==> src/rtl/fetch_stage.sv <==
// Instruction-fetch stage: owns the PC, keeps one instruction-memory request in flight,
// and presents fetched words to decode through the IF/ID register with a one-entry skid buffer.
module fetch_stage #(
    parameter int              XLEN      = 32,
    parameter logic [XLEN-1:0] RESET_PC  = '0,
    parameter logic [31:0]     NOP_INSTR = 32'h0000_0013
) (
    input  logic            clk,
    input  logic            rst,
    output logic            o_imem_req,
    output logic [XLEN-1:0] o_imem_addr,
    input  logic            i_imem_gnt,
    input  logic            i_imem_rvalid,
    input  logic [31:0]     i_imem_rdata,
    input  logic            i_redirect_valid,
    input  logic [XLEN-1:0] i_redirect_pc,
    input  logic            i_stall,
    output logic            o_if_valid,
    output logic [XLEN-1:0] o_if_pc,
    output logic [31:0]     o_if_instr
);

    typedef enum logic [1:0] {
        IDLE,
        FETCH,
        WAIT,
        DRAIN
    } state_t;

    state_t          r_state;
    state_t          w_next_state;
    logic [XLEN-1:0] r_pc;
    logic [XLEN-1:0] r_req_pc;
    logic            r_if_valid;
    logic [XLEN-1:0] r_if_pc;
    logic [31:0]     r_if_instr;
    logic            r_skid_valid;
    logic [XLEN-1:0] r_skid_pc;
    logic [31:0]     r_skid_instr;

    logic            w_handshake;
    logic            w_deliver;
    logic            w_out_free;
    logic [XLEN-1:0] w_redirect_target;
    logic            w_unused_bits;

    // Request depends on registered state only; no request while the skid holds a word.
    assign o_imem_req        = (r_state == FETCH) && !r_skid_valid;
    assign o_imem_addr       = r_pc;
    assign w_handshake       = o_imem_req && i_imem_gnt;
    assign w_deliver         = (r_state == WAIT) && i_imem_rvalid && !i_redirect_valid;
    assign w_out_free        = !r_if_valid || !i_stall;
    assign w_redirect_target = {i_redirect_pc[XLEN-1:2], 2'b00};
    assign w_unused_bits     = ^i_redirect_pc[1:0];

    assign o_if_valid = r_if_valid;
    assign o_if_pc    = r_if_pc;
    assign o_if_instr = r_if_instr;

    always_ff @(posedge clk or posedge rst) begin
        if (rst) begin
            r_state <= IDLE;
        end else begin
            r_state <= w_next_state;
        end
    end

    // A granted request in the redirect cycle is still outstanding, so its response must be drained.
    always_comb begin
        w_next_state = r_state;
        case (r_state)
            IDLE: begin
                w_next_state = FETCH;
            end
            FETCH: begin
                if (w_handshake) begin
                    w_next_state = i_redirect_valid ? DRAIN : WAIT;
                end
            end
            WAIT: begin
                if (i_redirect_valid) begin
                    w_next_state = i_imem_rvalid ? FETCH : DRAIN;
                end else if (i_imem_rvalid) begin
                    w_next_state = FETCH;
                end
            end
            DRAIN: begin
                if (i_redirect_valid || i_imem_rvalid) begin
                    w_next_state = FETCH;
                end
            end
            default: begin
                w_next_state = IDLE;
            end
        endcase
    end

    always_ff @(posedge clk or posedge rst) begin
        if (rst) begin
            r_pc     <= RESET_PC;
            r_req_pc <= RESET_PC;
        end else begin
            if (i_redirect_valid) begin
                r_pc <= w_redirect_target;
            end else if (w_handshake) begin
                r_pc <= r_pc + XLEN'(4);
            end
            if (w_handshake) begin
                r_req_pc <= r_pc;
            end
        end
    end

    always_ff @(posedge clk or posedge rst) begin
        if (rst) begin
            r_if_valid <= 1'b0;
            r_if_pc    <= '0;
            r_if_instr <= NOP_INSTR;
        end else if (i_redirect_valid) begin
            r_if_valid <= 1'b0;
            r_if_instr <= NOP_INSTR;
        end else if (w_out_free) begin
            if (r_skid_valid) begin
                r_if_valid <= 1'b1;
                r_if_pc    <= r_skid_pc;
                r_if_instr <= r_skid_instr;
            end else if (w_deliver) begin
                r_if_valid <= 1'b1;
                r_if_pc    <= r_req_pc;
                r_if_instr <= i_imem_rdata;
            end else begin
                r_if_valid <= 1'b0;
                r_if_instr <= NOP_INSTR;
            end
        end
    end

    // The skid only fills when decode is stalled on a valid word as the response lands.
    always_ff @(posedge clk or posedge rst) begin
        if (rst) begin
            r_skid_valid <= 1'b0;
            r_skid_pc    <= '0;
            r_skid_instr <= NOP_INSTR;
        end else if (i_redirect_valid) begin
            r_skid_valid <= 1'b0;
        end else if (r_skid_valid && w_out_free) begin
            r_skid_valid <= 1'b0;
        end else if (w_deliver && !w_out_free) begin
            r_skid_valid <= 1'b1;
            r_skid_pc    <= r_req_pc;
            r_skid_instr <= i_imem_rdata;
        end
    end

endmodule

==> config.mk <==
export PLATFORM = sky130hd
export DESIGN_NAME = fetch_stage
export DESIGN_NICKNAME = d
export VERILOG_FILES = /design/src/rtl/fetch_stage.sv
export SDC_FILE = /design/constraint.sdc
export NUM_CORES = 1
export LEC_CHECK = 0
export CELL_PAD_IN_SITES_DETAIL_PLACEMENT = 0
export CELL_PAD_IN_SITES_GLOBAL_PLACEMENT = 1
export CORE_MARGIN = 2
export CORE_UTILIZATION = 41
export CTS_BUF_LIST = sky130_fd_sc_hd__clkbuf_8
export DETAILED_ROUTE_END_ITERATION = 12
export PLACE_DENSITY = 0.79
export SKIP_CTS_REPAIR_TIMING = 1
export SYNTH_ARGS = -nofsm -noshare
export SYNTH_HDL_FRONTEND = slang
export SYNTH_SLANG_ARGS = --single-unit
==> constraint.sdc <==
create_clock -name clk -period 8.23 [get_ports clk]
set_clock_uncertainty 0.15 [all_clocks]
set_input_delay 2.0575 -clock clk [delete_from_list [all_inputs] [get_ports clk]]
set_output_delay 2.0575 -clock clk [all_outputs]
set_load 0.01 [all_outputs]
---- Yosys cells after proc, flatten, opt, wreduce, memory -nomap -nowiden ----
Index checks and enable logic that the tools add are counted.
storage, ports and cells
  bits in registers ....................... 196
  output and inout port bits .............. 98
  bits of input ports ..................... 70
cells by class
  equal/unequal tests ..................... 6
  $add $sub $neg .......................... 1
  bitwise gates (word level) .............. 2
  mux-type cells .......................... 22
  reductions and logical operators ........ 21
operators with widths
  kind                                                                    count
  32-bit two-way mux                                                      8
  32-bit by 3-bit adder with 32-bit output (second input constant)        1
  2-bit two-way mux                                                       5
  3-bit AND reduction                                                     3
  1-bit two-way mux                                                       8
  2-bit case mux with 4 select lines                                      1
  1-bit logical AND                                                       6
  2-bit nonzero test                                                      3
  1-bit zero test                                                         5
  2-bit equality test (second input constant)                             2
  2-bit inequality test (second input constant)                           2
  3-bit inequality test (second input constant)                           1
  3-bit nonzero test                                                      1
  2-bit by 1-bit equality test with 1-bit output (second input constant)  1
  2-bit zero test                                                         1
  1-bit logical OR                                                        2
  1-bit inverter                                                          2

---- Logic depth before layout (Yosys ltp) ----
  depth after elaboration ................. 7
  gate-level depth with buffers ........... 8
  mapped depth without buffers ............ 6

---- Worst setup path before layout ----
OpenSTA, ideal clock, no wires.
  path kind ............................... input port to flip-flop
  from .................................... in i_redirect_valid
  to ...................................... reg r_skid_instr[10]
  arrival ................................. 3513 ps
  stages .................................. 6
  path buffers ............................ 2
  path slack .............................. 4442 ps
  cell sequence ........................... clkbuf_1 > inv_1 > nand3_1 > nor2_1 > clkbuf_1 > mux2_2
between the ends
  longest elaborated chain between the ends .. 4
  elaborated cells on any way between the ends .. 5
  those cells by class .................... bitwise: 1; reduce/logical: 4
RTL lines
  item                                      RTL line  RTL
  start: declaration                        15        input logic i_redirect_valid,
  1-bit zero test                           51        assign w_deliver = (r_state == WAIT) && i_imem_rvalid && !i_redirect_valid;
  1-bit logical AND                         51
  1-bit logical AND                         148       end else if (w_deliver && !w_out_free) begin
  3-bit AND reduction (no source line) (*)  n/a
  end signal: assignment                    151       r_skid_instr <= i_imem_rdata;
  end: declaration                          39        logic [31:0] r_skid_instr;
Mark *: on every way between the ends. The rest lies on a longest branch, timed or not.
A chain may end at the register's enable or synchronous reset.

---- Worst setup path in the final report ----
  from .................................... in i_redirect_valid
  to ...................................... reg r_skid_pc[23]
between the ends
  longest elaborated chain between the ends .. 4
  elaborated cells on any way between the ends .. 5
  those cells by class .................... bitwise: 1; reduce/logical: 4
RTL lines
  item                                      RTL line  RTL
  1-bit zero test                           51
  1-bit logical AND                         51
  1-bit logical AND                         148
  3-bit AND reduction (no source line) (*)  n/a
  end signal: assignment                    150       r_skid_pc <= r_req_pc;
  end: declaration                          38        logic [XLEN-1:0] r_skid_pc;
Marked as above.

==> results.yml <==
pwr:
  peakVddDrop_v: 0.0001110
  switching_share: 0.3323
  power.density_mw_per_mm2: 242.1
  p_sw_mw: 0.8361
  p_leak_nw: 4.431
  p_seq_frac: 0.498
  p_int_mw: 1.680
  power_frac_clock: 0.230
  pwr-share-comb: 0.273
critical_path:
  start_kind: "input pin"
  ff2ff_setup_slack_ns: 5.35
  crit_required_ns: 8.42
  crit_fanout: 47
  crit_arrival_ns: 5.65
  crit_path_end_kind: "flop"
  critPathKind: "in -> reg"
timing:
  rsz0062_at_grt: "no"
  max_clock_freq_mhz: 183.1
  finalHoldViolCount: 0
  min_period_ns: 5.461
  fin_setup_tns_ns: 0
  timing.slew.headroom: 0.2756
  setup_viol: 0
  whs_ns: 0.3336
  worst_slew_pin_slew_ns: 1.087
  drv_slew: 0
  fin_crit_sh: 0.6635
drt:
  routed_via_density: 5.115
  drt_iter0_markers: 346
  drt_wl_total_mm: 19.17
  route.detailed.drc: 0
  vias: 6031
  firstDrtPassIters: 4
  antenna_left: 0
  wl_per_cell_um: 16.26
yosys:
  yosysSeqAreaShare: 0.5749
  yosysTopAreaCell: "dfrtp_1"
  yosys_warnings: 0
  synthCells: 762
  yosys.area.top_type_share: 0.5556
  synthDistinctLibCells: 45
  synth_area_leaders: "dfrtp_1 56%, mux2_2 8.7%, nand2_1 6.4%"
  ys_ff_latch: 188
  ys.flop_type: "dfrtp_1"
  syn_area_per_cell_um2: 10.76
  async_flop_share: 1.000
  synth_area_mm2: 0.008197
  synth_edf_count: 0
cells_and_area:
  multiInputGateArea_mm2: 0.003269
  layout_common_cells: "181 x dfrtp_1, 161 x clkdlybuf4s50_1, 139 x nand2_1, 63 x mux2_2, 49 x nor2_1"
  nNetsFinal: 975
  stdcell_area_mm2: 0.01039
  post-route-util: 0.5323
  syn2layout_area_growth_pct: 26.80
  antennaDiodeCount: 0
  layout-drive-gt1-share: 0.1302
  final_common_cell: "dfrtp_1"
  ff_latch_area_mm2: 0.004716
  fillers: 1792
placement:
  place.gp.congestion: 0.7699
  hpwl_mm: 12.56
  io_buffers: 161
  placed_area_mm2: 0.01003
status:
  status: "completed"
global_routing:
  grt_pass1_wl_mm: 31.71
  grt_pass1_vias: 5983
  grt.total_usage: 0.1852
  antenna_found_initial: 0
  grt_max_degree: 132
  grt.overflow.total: 0
cts:
  cts_buffers: 17
  clkTransAtPathRegs_ns: 0.10
  clock_sinks: 188
  tritoncts: "done"
  cts_buffer_depth: 2
  htreeDepth: 4
  clk_latency_ns: 0.47
  cts_root_buf: "clkbuf_8"
min_path:
  hold_class: "reg -> reg"
floorplanning:
  die_x_um: 145.4
  start_util: 0.4198
  coreArea_mm2: 0.01953
  die-height_um: 145.4
  rows: 51
  io_pins: 168
  die-area_mm2: 0.02114
job:
  cap_viol_max_count: 0
## final timing paths
| path | start | endpoint | cells past startpoint |
|---|---|---|---|
| worst max-delay path | i_redirect_valid | r_skid_pc[23] | 7 |
| worst min-delay path | o_if_instr[18] | o_if_instr[18] | 2 |
| worst max register to register | r_skid_valid | o_if_pc[21] | 6 |
| worst min register to register | o_if_instr[18] | o_if_instr[18] | 2 |
| max in group asynchronous | rst | r_skid_pc[17] | 3 |
| min in group asynchronous | rst | o_if_instr[7] | 2 |
## critical path: stages
cell,delay (ns)
clkdlybuf4s50_1,0.41
buf_4,0.27
inv_1,0.76
nand3_1,0.47
nor2_4,0.62
buf_4,0.62
mux2_2,0.41
## layer usage
| metal | vias up | share of wire | global-route usage | wire [um] |
|---|---|---|---|---|
| met4 | 0 | 0.011 | 0.04951 | 214 |
| met3 | 19 | 0.038 | 0.03856 | 735 |
| li1 | 2966 | - | - | - |
| met1 | 2911 | 0.49 | 0.2662 | 9392 |
| met5 | - | 0 | 0 | 0 |
| met2 | 135 | 0.46 | 0.2874 | 8823 |
## synthesized netlist by cell type, types with 2 or more instances
cell      count
ha_1          4
nor2b_1       2
nand3_1      10
buf_2         2
dfrtp_1     182
o21ai_0      47
clkbuf_1     43
o211a_1       2
a211o_1       2
and4_1        3
nor2_1       51
xor2_1        3
and3_1        2
and2_1        2
o311ai_0      8
nor4_1        6
buf_1         3
or2_2         5
o31ai_1       8
a31oi_1      11
dfstp_2       6
xnor2_1       7
buf_4         4
nand4_1       9
or4_1        12
nand4b_1      2
mux2_2       63
nor3_1        4
a21oi_1      35
nand2_1     139
inv_1         9
a22oi_1      29
mux2i_1      35
## stage by stage
step	instances	setup slack [ns]	power [mW]
3_3_place_gp	1147	2.279	1.949
2_1_floorplan	765	0.9186	1.603
3_5_place_dp	1147	2.279	1.965
4_1_cts	1179	2.777	2.547
5_1_grt	1179	2.491	2.677
6_report	1179	2.769	2.516
## power by group through the flow
stage                     clock network (mW)  logic [mW]  registers (mW)
after floorplan                            0       0.320            1.28
after global placement                     0       0.681            1.27
after detailed placement                   0       0.692            1.27
after CTS                              0.598       0.695            1.25
after global routing                   0.637       0.758            1.28
final                                  0.578       0.686            1.25
## final cells by class
class,count,share of cell area
flip-flops and latches,188,0.4537
well taps,265,0.03190
repair buffers,169,0.1608
clock buffers,17,0.02251
multi-input cells,516,0.3146
inverters,9,0.003973
clock inverters,15,0.01252
## logic make-up (layout without fill, tap and decap cells)
kind of cell / after synthesis / in the layout / synth area share
DFF: 188 / 188 / 0.5749
other: 1 / 4 / 0.0004575
adders and majority gates: 4 / 4 / 0.006106
xor gates and xnor gates: 10 / 10 / 0.01069
AOI/OAI and AO/OA: 148 / 148 / 0.1116
and+or+nand+nor: 252 / 252 / 0.1369
buffers and inverters: 61 / 210 / 0.03007
muxes: 98 / 98 / 0.1293
## registers in the layout, summed over array words and instances, names as in the netlist
name	count
o_if_instr	32
o_if_valid	1
r_req_pc	30
o_imem_addr	30
o_if_pc	30
r_skid_valid	1
r_skid_pc	30
r_skid_instr	32
r_state	2
Power figures use the tool's default switching activity.
